===== src/rtl/intr_ctrl_pkg.sv =====
// Shared types and default constants for the interrupt controller.
// Holds the arbitration FSM state encoding and the default vector layout.
package intr_ctrl_pkg;

  typedef enum logic [1:0] {
    ST_IDLE    = 2'd0,
    ST_REQ     = 2'd1,
    ST_SERVICE = 2'd2
  } state_e;

  localparam logic [15:0] DEF_VECTOR_BASE   = 16'h00FF;
  localparam int unsigned DEF_VECTOR_STRIDE = 4;

endpackage


===== src/rtl/intr_ctrl_prio_enc.sv =====
// Fixed-priority encoder: the lowest set request bit wins.
// Returns a valid flag and the 4-bit index of the winner.
module prio_enc #(
  parameter int unsigned NUM_SRC = 8
) (
  input  logic [NUM_SRC-1:0] req,
  output logic               valid,
  output logic [3:0]         idx
);

  // NOTE: every output of an always_comb block gets a default first, so no path can infer a latch.
  always_comb begin
    valid = 1'b0;
    idx   = '0;
    // Scan downward so the last hit, i.e. the lowest index, is the one kept.
    for (int i = int'(NUM_SRC) - 1; i >= 0; i--) begin
      if (req[i]) begin
        valid = 1'b1;
        idx   = 4'(i);
      end
    end
  end

endmodule


===== src/rtl/intr_ctrl.sv =====
// Interrupt controller: latches source events, arbitrates by fixed priority
// and runs a request/service handshake with the control unit.
module intr_ctrl
  import intr_ctrl_pkg::*;
#(
  parameter int unsigned         NUM_SRC       = 8,
  parameter int unsigned         ADDR_W        = 16,
  parameter logic [ADDR_W-1:0]   VECTOR_BASE   = ADDR_W'(DEF_VECTOR_BASE),
  parameter int unsigned         VECTOR_STRIDE = DEF_VECTOR_STRIDE,
  parameter logic [NUM_SRC-1:0]  EDGE_MASK     = '1
) (
  input  logic               clk,
  input  logic               rst,
  input  logic [NUM_SRC-1:0] irq_in,
  input  logic               gie,
  input  logic               mask_we,
  input  logic [NUM_SRC-1:0] mask_wdata,
  input  logic               irq_ack,
  input  logic               irq_done,
  output logic               irq_req,
  output logic [ADDR_W-1:0]  irq_vector,
  output logic [3:0]         active_id,
  output logic               in_service,
  output logic [NUM_SRC-1:0] pending,
  output logic [NUM_SRC-1:0] mask
);

  state_e             state_q, state_d;
  logic [NUM_SRC-1:0] pending_q, pending_d;
  logic [NUM_SRC-1:0] mask_q, mask_d;
  logic [NUM_SRC-1:0] irq_hist_q, irq_hist_d;
  logic [3:0]         active_id_q, active_id_d;

  logic [NUM_SRC-1:0] set_evt;
  logic [NUM_SRC-1:0] clr;
  logic [NUM_SRC-1:0] active_oh;
  logic               arb_valid;
  logic [3:0]         arb_idx;

  // Masking only gates arbitration; pending bits latch regardless.
  prio_enc #(.NUM_SRC(NUM_SRC)) u_prio_enc (
    .req   (pending_q & mask_q),
    .valid (arb_valid),
    .idx   (arb_idx)
  );

  always_comb begin
    set_evt     = (EDGE_MASK & irq_in & ~irq_hist_q) | (~EDGE_MASK & irq_in);
    active_oh   = NUM_SRC'(1) << active_id_q;
    state_d     = state_q;
    active_id_d = active_id_q;
    clr         = '0;
    mask_d      = mask_we ? mask_wdata : mask_q;
    irq_hist_d  = irq_in;

    case (state_q)
      ST_IDLE: begin
        if (gie && arb_valid) begin
          state_d     = ST_REQ;
          active_id_d = arb_idx;
        end
      end
      ST_REQ: begin
        // An accepted request beats a same-cycle abort condition.
        if (irq_ack) begin
          state_d = ST_SERVICE;
          clr     = active_oh;
        end else if (!gie || ((mask_q & active_oh) == '0)) begin
          state_d = ST_IDLE;
        end
      end
      ST_SERVICE: begin
        if (irq_done) state_d = ST_IDLE;
      end
      default: state_d = ST_IDLE;
    endcase

    // A new event in the clearing cycle wins over the clear.
    pending_d = (pending_q & ~clr) | set_evt;
  end

  // NOTE: state registers use non-blocking assignments so every flop samples pre-edge values.
  always_ff @(posedge clk) begin
    if (rst) begin
      state_q     <= ST_IDLE;
      pending_q   <= '0;
      mask_q      <= '0;
      irq_hist_q  <= '0;
      active_id_q <= '0;
    end else begin
      state_q     <= state_d;
      pending_q   <= pending_d;
      mask_q      <= mask_d;
      irq_hist_q  <= irq_hist_d;
      active_id_q <= active_id_d;
    end
  end

  assign irq_req    = (state_q == ST_REQ);
  assign in_service = (state_q == ST_SERVICE);
  assign active_id  = active_id_q;
  assign pending    = pending_q;
  assign mask       = mask_q;
  assign irq_vector = VECTOR_BASE + ADDR_W'(active_id_q) * ADDR_W'(VECTOR_STRIDE);

endmodule


===== config.mk =====
export PLATFORM = sky130hd
export DESIGN_NAME = intr_ctrl
export DESIGN_NICKNAME = d
export VERILOG_FILES = /design/src/rtl/intr_ctrl_pkg.sv /design/src/rtl/intr_ctrl_prio_enc.sv /design/src/rtl/intr_ctrl.sv
export SDC_FILE = /design/constraint.sdc
export NUM_CORES = 1
export LEC_CHECK = 0
export ABC_AREA = 1
export CAP_MARGIN = 20
export CORE_ASPECT_RATIO = 0.75
export CORE_MARGIN = 3
export CORE_UTILIZATION = 41
export DETAILED_ROUTE_END_ITERATION = 8
export MAX_ROUTING_LAYER = met4
export PLACE_DENSITY = 0.78
export SLEW_MARGIN = 20
export SYNTH_ARGS = -nofsm -noshare
export SYNTH_HDL_FRONTEND = slang
export SYNTH_SLANG_ARGS = --single-unit
export TNS_END_PERCENT = 20

===== constraint.sdc =====
create_clock -name clk -period 1.8 [get_ports clk]
set_input_delay 0.54 -clock clk [delete_from_list [all_inputs] [get_ports clk]]
set_output_delay 0.54 -clock clk [all_outputs]
set_load 0.1 [all_outputs]

# Yosys cells after proc, flatten, opt, wreduce, memory -nomap -nowiden
# Index checks and enable logic that the tools add are counted.
dict set report classes {
  add_sub_neg 1
  n_mul 0
  div_mod_pow 0
  order_cmp 0
  n_eq_ne 5
  n_shift 1
  muxes 23
  n_bitwise 7
  reduce_logical 7
}
# operator n
set ops {}
lappend ops {{8-bit AND} 4}
lappend ops {{3-bit two-way mux} 8}
lappend ops {{8-bit two-way mux} 2}
lappend ops {{8-bit NOT} 2}
lappend ops {{8-bit by 6-bit adder with 9-bit output, first input constant} 1}
lappend ops {{8-bit zero test} 1}
lappend ops {{1-bit two-way mux} 8}
lappend ops {{2-bit two-way mux} 4}
lappend ops {{8-bit bitwise OR} 1}
lappend ops {{1-bit by 4-bit << shifter with 8-bit output, first input constant} 1}
lappend ops {{2-bit case mux with 3 select lines} 1}
lappend ops {{2-bit != test, second input constant} 2}
lappend ops {{3-bit by 2-bit != test with 1-bit output, second input constant} 1}
lappend ops {{3-bit AND reduction} 1}
lappend ops {{2-bit by 1-bit == test with 1-bit output, second input constant} 1}
lappend ops {{2-bit == test, second input constant} 1}
lappend ops {{2-bit zero test} 1}
lappend ops {{2-bit AND reduction} 1}
lappend ops {{1-bit logical AND} 1}
lappend ops {{1-bit zero test} 1}
lappend ops {{1-bit logical OR} 1}
dict set report totals {
  register_bits 30
  latch_bits 0
  ramBits 0
  rom_bits 0
  in_bits 22
  output_inout_bits 38
  elab_cells 49
  n_memories 0
}

# Depth between registers and ports, before layout
dict set report depth {
  ltp_word 12
  ltp_mapped 10
}

# Cells and area by module
# Synthesis repeated with hierarchy kept, for this count alone.
dict set report unflattened {
  cells_unflattened 203
  hier_area_um2 1486.4
}
# module instances cells_per_inst area_each_um2
set by_module_without_submodules {}
lappend by_module_without_submodules {intr_ctrl 1 179 1376.3}
lappend by_module_without_submodules {prio_enc 1 24 110.1}

# Least setup slack after synthesis
# No wires, ideal clock.
dict set report synth_timing {
  path_kind {reg2out}
  from {register active_id_q[2] (netlist: active_id[2])}
  to {output port irq_vector[7]}
  arrival_ps 3656
  required_ps 1260
  path_slack_ps -2396
  stages_incl_launch_ff 4
  n_path_buf 2
  cell_sequence {dfxtp_1 -> buf_4 -> nor3_1 -> buf_4}
}
dict set report synth_via {
  elab_chain_len 1
}
# element line
set synth_rtl {}
lappend synth_rtl {{start, declared} intr_ctrl.sv:32} ;# logic [3:0] active_id_q, active_id_d;
lappend synth_rtl {{start signal, assigned} intr_ctrl.sv:95} ;# active_id_q <= active_id_d;
lappend synth_rtl {{8-bit by 6-bit adder with 9-bit output} intr_ctrl.sv:104} ;# assign irq_vector = VECTOR_BASE + ADDR_W'(active_id_q) * ADDR_W'(VECTOR_STRIDE);
lappend synth_rtl {{end, declared} intr_ctrl.sv:21} ;# output logic [ADDR_W-1:0] irq_vector,
# Every way passes these cells.

# Worst setup path after layout
dict set report layout_timing {
  from {register active_id_q[0] (netlist: active_id[0])}
  to {output port irq_vector[4]}
}
# The elaborated chain is that of the path after synthesis.

==> flow_summary.json <==
{
  "grt_max_degree": 19,
  "routed_wl_um": 3800,
  "root_buffer": "clkbuf_8",
  "postLayoutSetupSlackWorst_ps": -251,
  "ant_nets": 0,
  "die_h_um": 56.0,
  "drtIter0Drc": 99,
  "avgSynthCellArea_um2": 7.51,
  "status": "finished with violations",
  "nets": 269,
  "min_path_cells": 1,
  "gp_congestion": 0.969,
  "synth_top_area_share_pct": 42.5,
  "critPathLaunchType": "register",
  "pre_cts_slack_ps": 62.0,
  "drive_gt1_share_pct": 27.7,
  "antenna_found_initial": 0,
  "r2r_end": "state_q[0]",
  "n_antenna_cell": 0,
  "netlist_area_um2": 1370,
  "dp_cells": 268,
  "ios": 60,
  "holdPathEnd": "pending[4]",
  "fill_cells": 231,
  "start_util_pct": 44.6,
  "power.switching_uw": 1170,
  "drc_errors": 0,
  "num_vias": 1371,
  "syn_to_final_growth_pct": 71.8,
  "num_rows": 17,
  "violations": "setup timing",
  "min_from": "irq_hist_q[4]",
  "skew_ps": 3.53,
  "final_area_um2": 2350,
  "dieWidth_um": 72.7,
  "drv_cap": 0,
  "final.setup.tns_ps": -671,
  "regToRegStartpoint": "active_id[0]",
  "ys_seq_elements": 29,
  "path_max_fanout": 4,
  "slew_violations": 0,
  "setup_viol": 5,
  "cp-end-kind": "output pin",
  "max_stage_delay_ps": 360,
  "viasPerCell": 4.90,
  "synth_cell_types": 25,
  "synth_enable_flop_cells": 0,
  "combPwrFrac_pct": 49.0,
  "ys_seq_area_share_pct": 42.5,
  "ir_drop_v": 0.000646,
  "cts_buffer_depth": 2,
  "synth.most_common_cell": "nand2_1",
  "hold_viol": 0,
  "yosys-top-cells-count": "nand2_1 (38), dfxtp_1 (29), nor2_1 (20)",
  "p_leak_uw": 0.00107,
  "final_cells": 280,
  "placed_area_um2": 2210,
  "coreArea_um2": 3060,
  "required_ps": 1260,
  "crit_path_cell_trace": "clkinvlp_4 -> ha_4 -> ha_4 -> clkinvlp_4 -> buf_12",
  "synth.area.top_cells": "dfxtp_1 (42%), nand2_1 (10%), buf_4 (6.6%)",
  "grt_pass1_vias": 1281,
  "r2r_setup_slack_ps": 150,
  "drtPass1Iterations": 4,
  "period_needed_ps": 2050,
  "period_share_pct": 114,
  "fmax_mhz": 488,
  "ys_warn_count": 0,
  "syn-instance-count": 182,
  "cts_buffers": 5,
  "htree_num_levels": 2,
  "slowest_stage": "dfxtp_4",
  "hold_path.class": "reg -> reg",
  "holdWs_ps": 426,
  "port_buffers": 49,
  "arrival_ps": 1510,
  "async_flop_share_pct": 0,
  "dp_hpwl_um": 2910,
  "ys.flop_type": "dfxtp_1",
  "clk_latency_ps": 280,
  "cts_tree": "yes",
  "p_per_area_nw_per_um2": 1120,
  "grt_pass1_wl_um": 6020,
  "floorplan.die_area_um2": 4070,
  "cts.sink_count": 29,
  "grt.total_usage_pct": 20.1,
  "power.share.switching_pct": 44.2,
  "power_frac_seq_pct": 28.9,
  "r2r_cells": 8,
  "path_class": "reg -> out",
  "grt-ovfl-total": 0,
  "synth_top_area_cell": "dfxtp_1",
  "rsz0062_at_grt": "yes",
  "wl_per_cell_um": 13.6,
  "power_frac_clock_pct": 22.2,
  "p_int_uw": 1480,
  "cts.clk_slew.worst_paths_ps": 60
}
==> cells in the final DEF (no fill, tap or decap), drive strengths merged <==
cell type,instances
a21oi,5
a31oi,1
and3b,1
buf,37
clkbuf,7
clkdlybuf4s50,21
clkinv,2
clkinvlp,4
conb,10
dfxtp,29
ha,6
inv,16
nand2,42
nand3,9
nand4,2
nor2,22
nor3,2
o21ai,18
o22ai,8
==> power by group through the flow <==
| stage | sequential, uW | clock [uW] | combinational [uW] |
|---|---|---|---|
| finish | 763 | 586 | 1290 |
| global route | 769 | 614 | 1340 |
| CTS | 761 | 593 | 1290 |
| detailed placement | 774 | 0 | 1280 |
| global placement | 771 | 0 | 1260 |
| floorplan | 1010 | 0 | 621 |
==> metrics by stage <==
| stage | util [%] | total power (uW) |
|---|---|---|
| CTS | 76.2 | 2640 |
| floorplan | - | 1630 |
| global route | 76.7 | 2720 |
| global placement | 72.3 | 2030 |
| detailed placement | 72.3 | 2050 |
| finish | 76.7 | 2640 |
==> layer usage <==
metal | track usage [%] | share of wire, %
met1 | 24.4 | 43
met2 | 31.0 | 47
met3 | 6.68 | 8.4
met4 | 7.11 | 1.6
met5 | - | 0
==> how the worst max path moves through the flow <==
| stage | from | endpoint | slack [ps] |
|---|---|---|---|
| global route | active_id[0] | irq_vector[4] | -280 |
| CTS | active_id[0] | irq_vector[4] | -230 |
| global placement | active_id[0] | irq_vector[4] | 110 |
| floorplan | active_id[0] | irq_vector[4] | -900 |
| detailed placement | active_id[0] | irq_vector[4] | 60 |
| finish | active_id[0] | irq_vector[4] | -250 |
==> sequential cells by signal (all words and copies together) (netlist names) <==
signal / count
active_id: 3
mask: 8
state_q: 2
irq_hist_q: 8
pending: 8
==> kinds of logic after synthesis <==
logic type,after synthesis,synth area share [%]
fa+ha+maj,6,5.49
other cells,2,0.549
simple gates,78,25.2
flops,29,42.5
compound gates,32,13.1
buf+inv,35,13.3
==> final cells by class <==
class	instances	area [um2]	area share, %
inverter	21	97.6	4.15
clock buffer	7	96.3	4.10
sequential	29	589	25.1
clock inverter	1	5.00	0.213
tap	38	47.5	2.02
timing repair buffer	58	842	35.8
multi-input combinational	126	672	28.6
==> worst max-delay path: cells and delay by family, from the launching register on <==
kind       cells  cell delay [ps]
fa+ha+maj      2              460
buf+inv        3              400
flops          1              360
==> what timing repair did <==
item / in CTS / in global routing
hold buffers: 0 / 0
pin swaps: 1 / 0
resized for setup: 1 / 0
buffers inserted: 2 / 2
endpoints found under the setup margin: 6 / 6
Power figures use the tool's default switching activity.
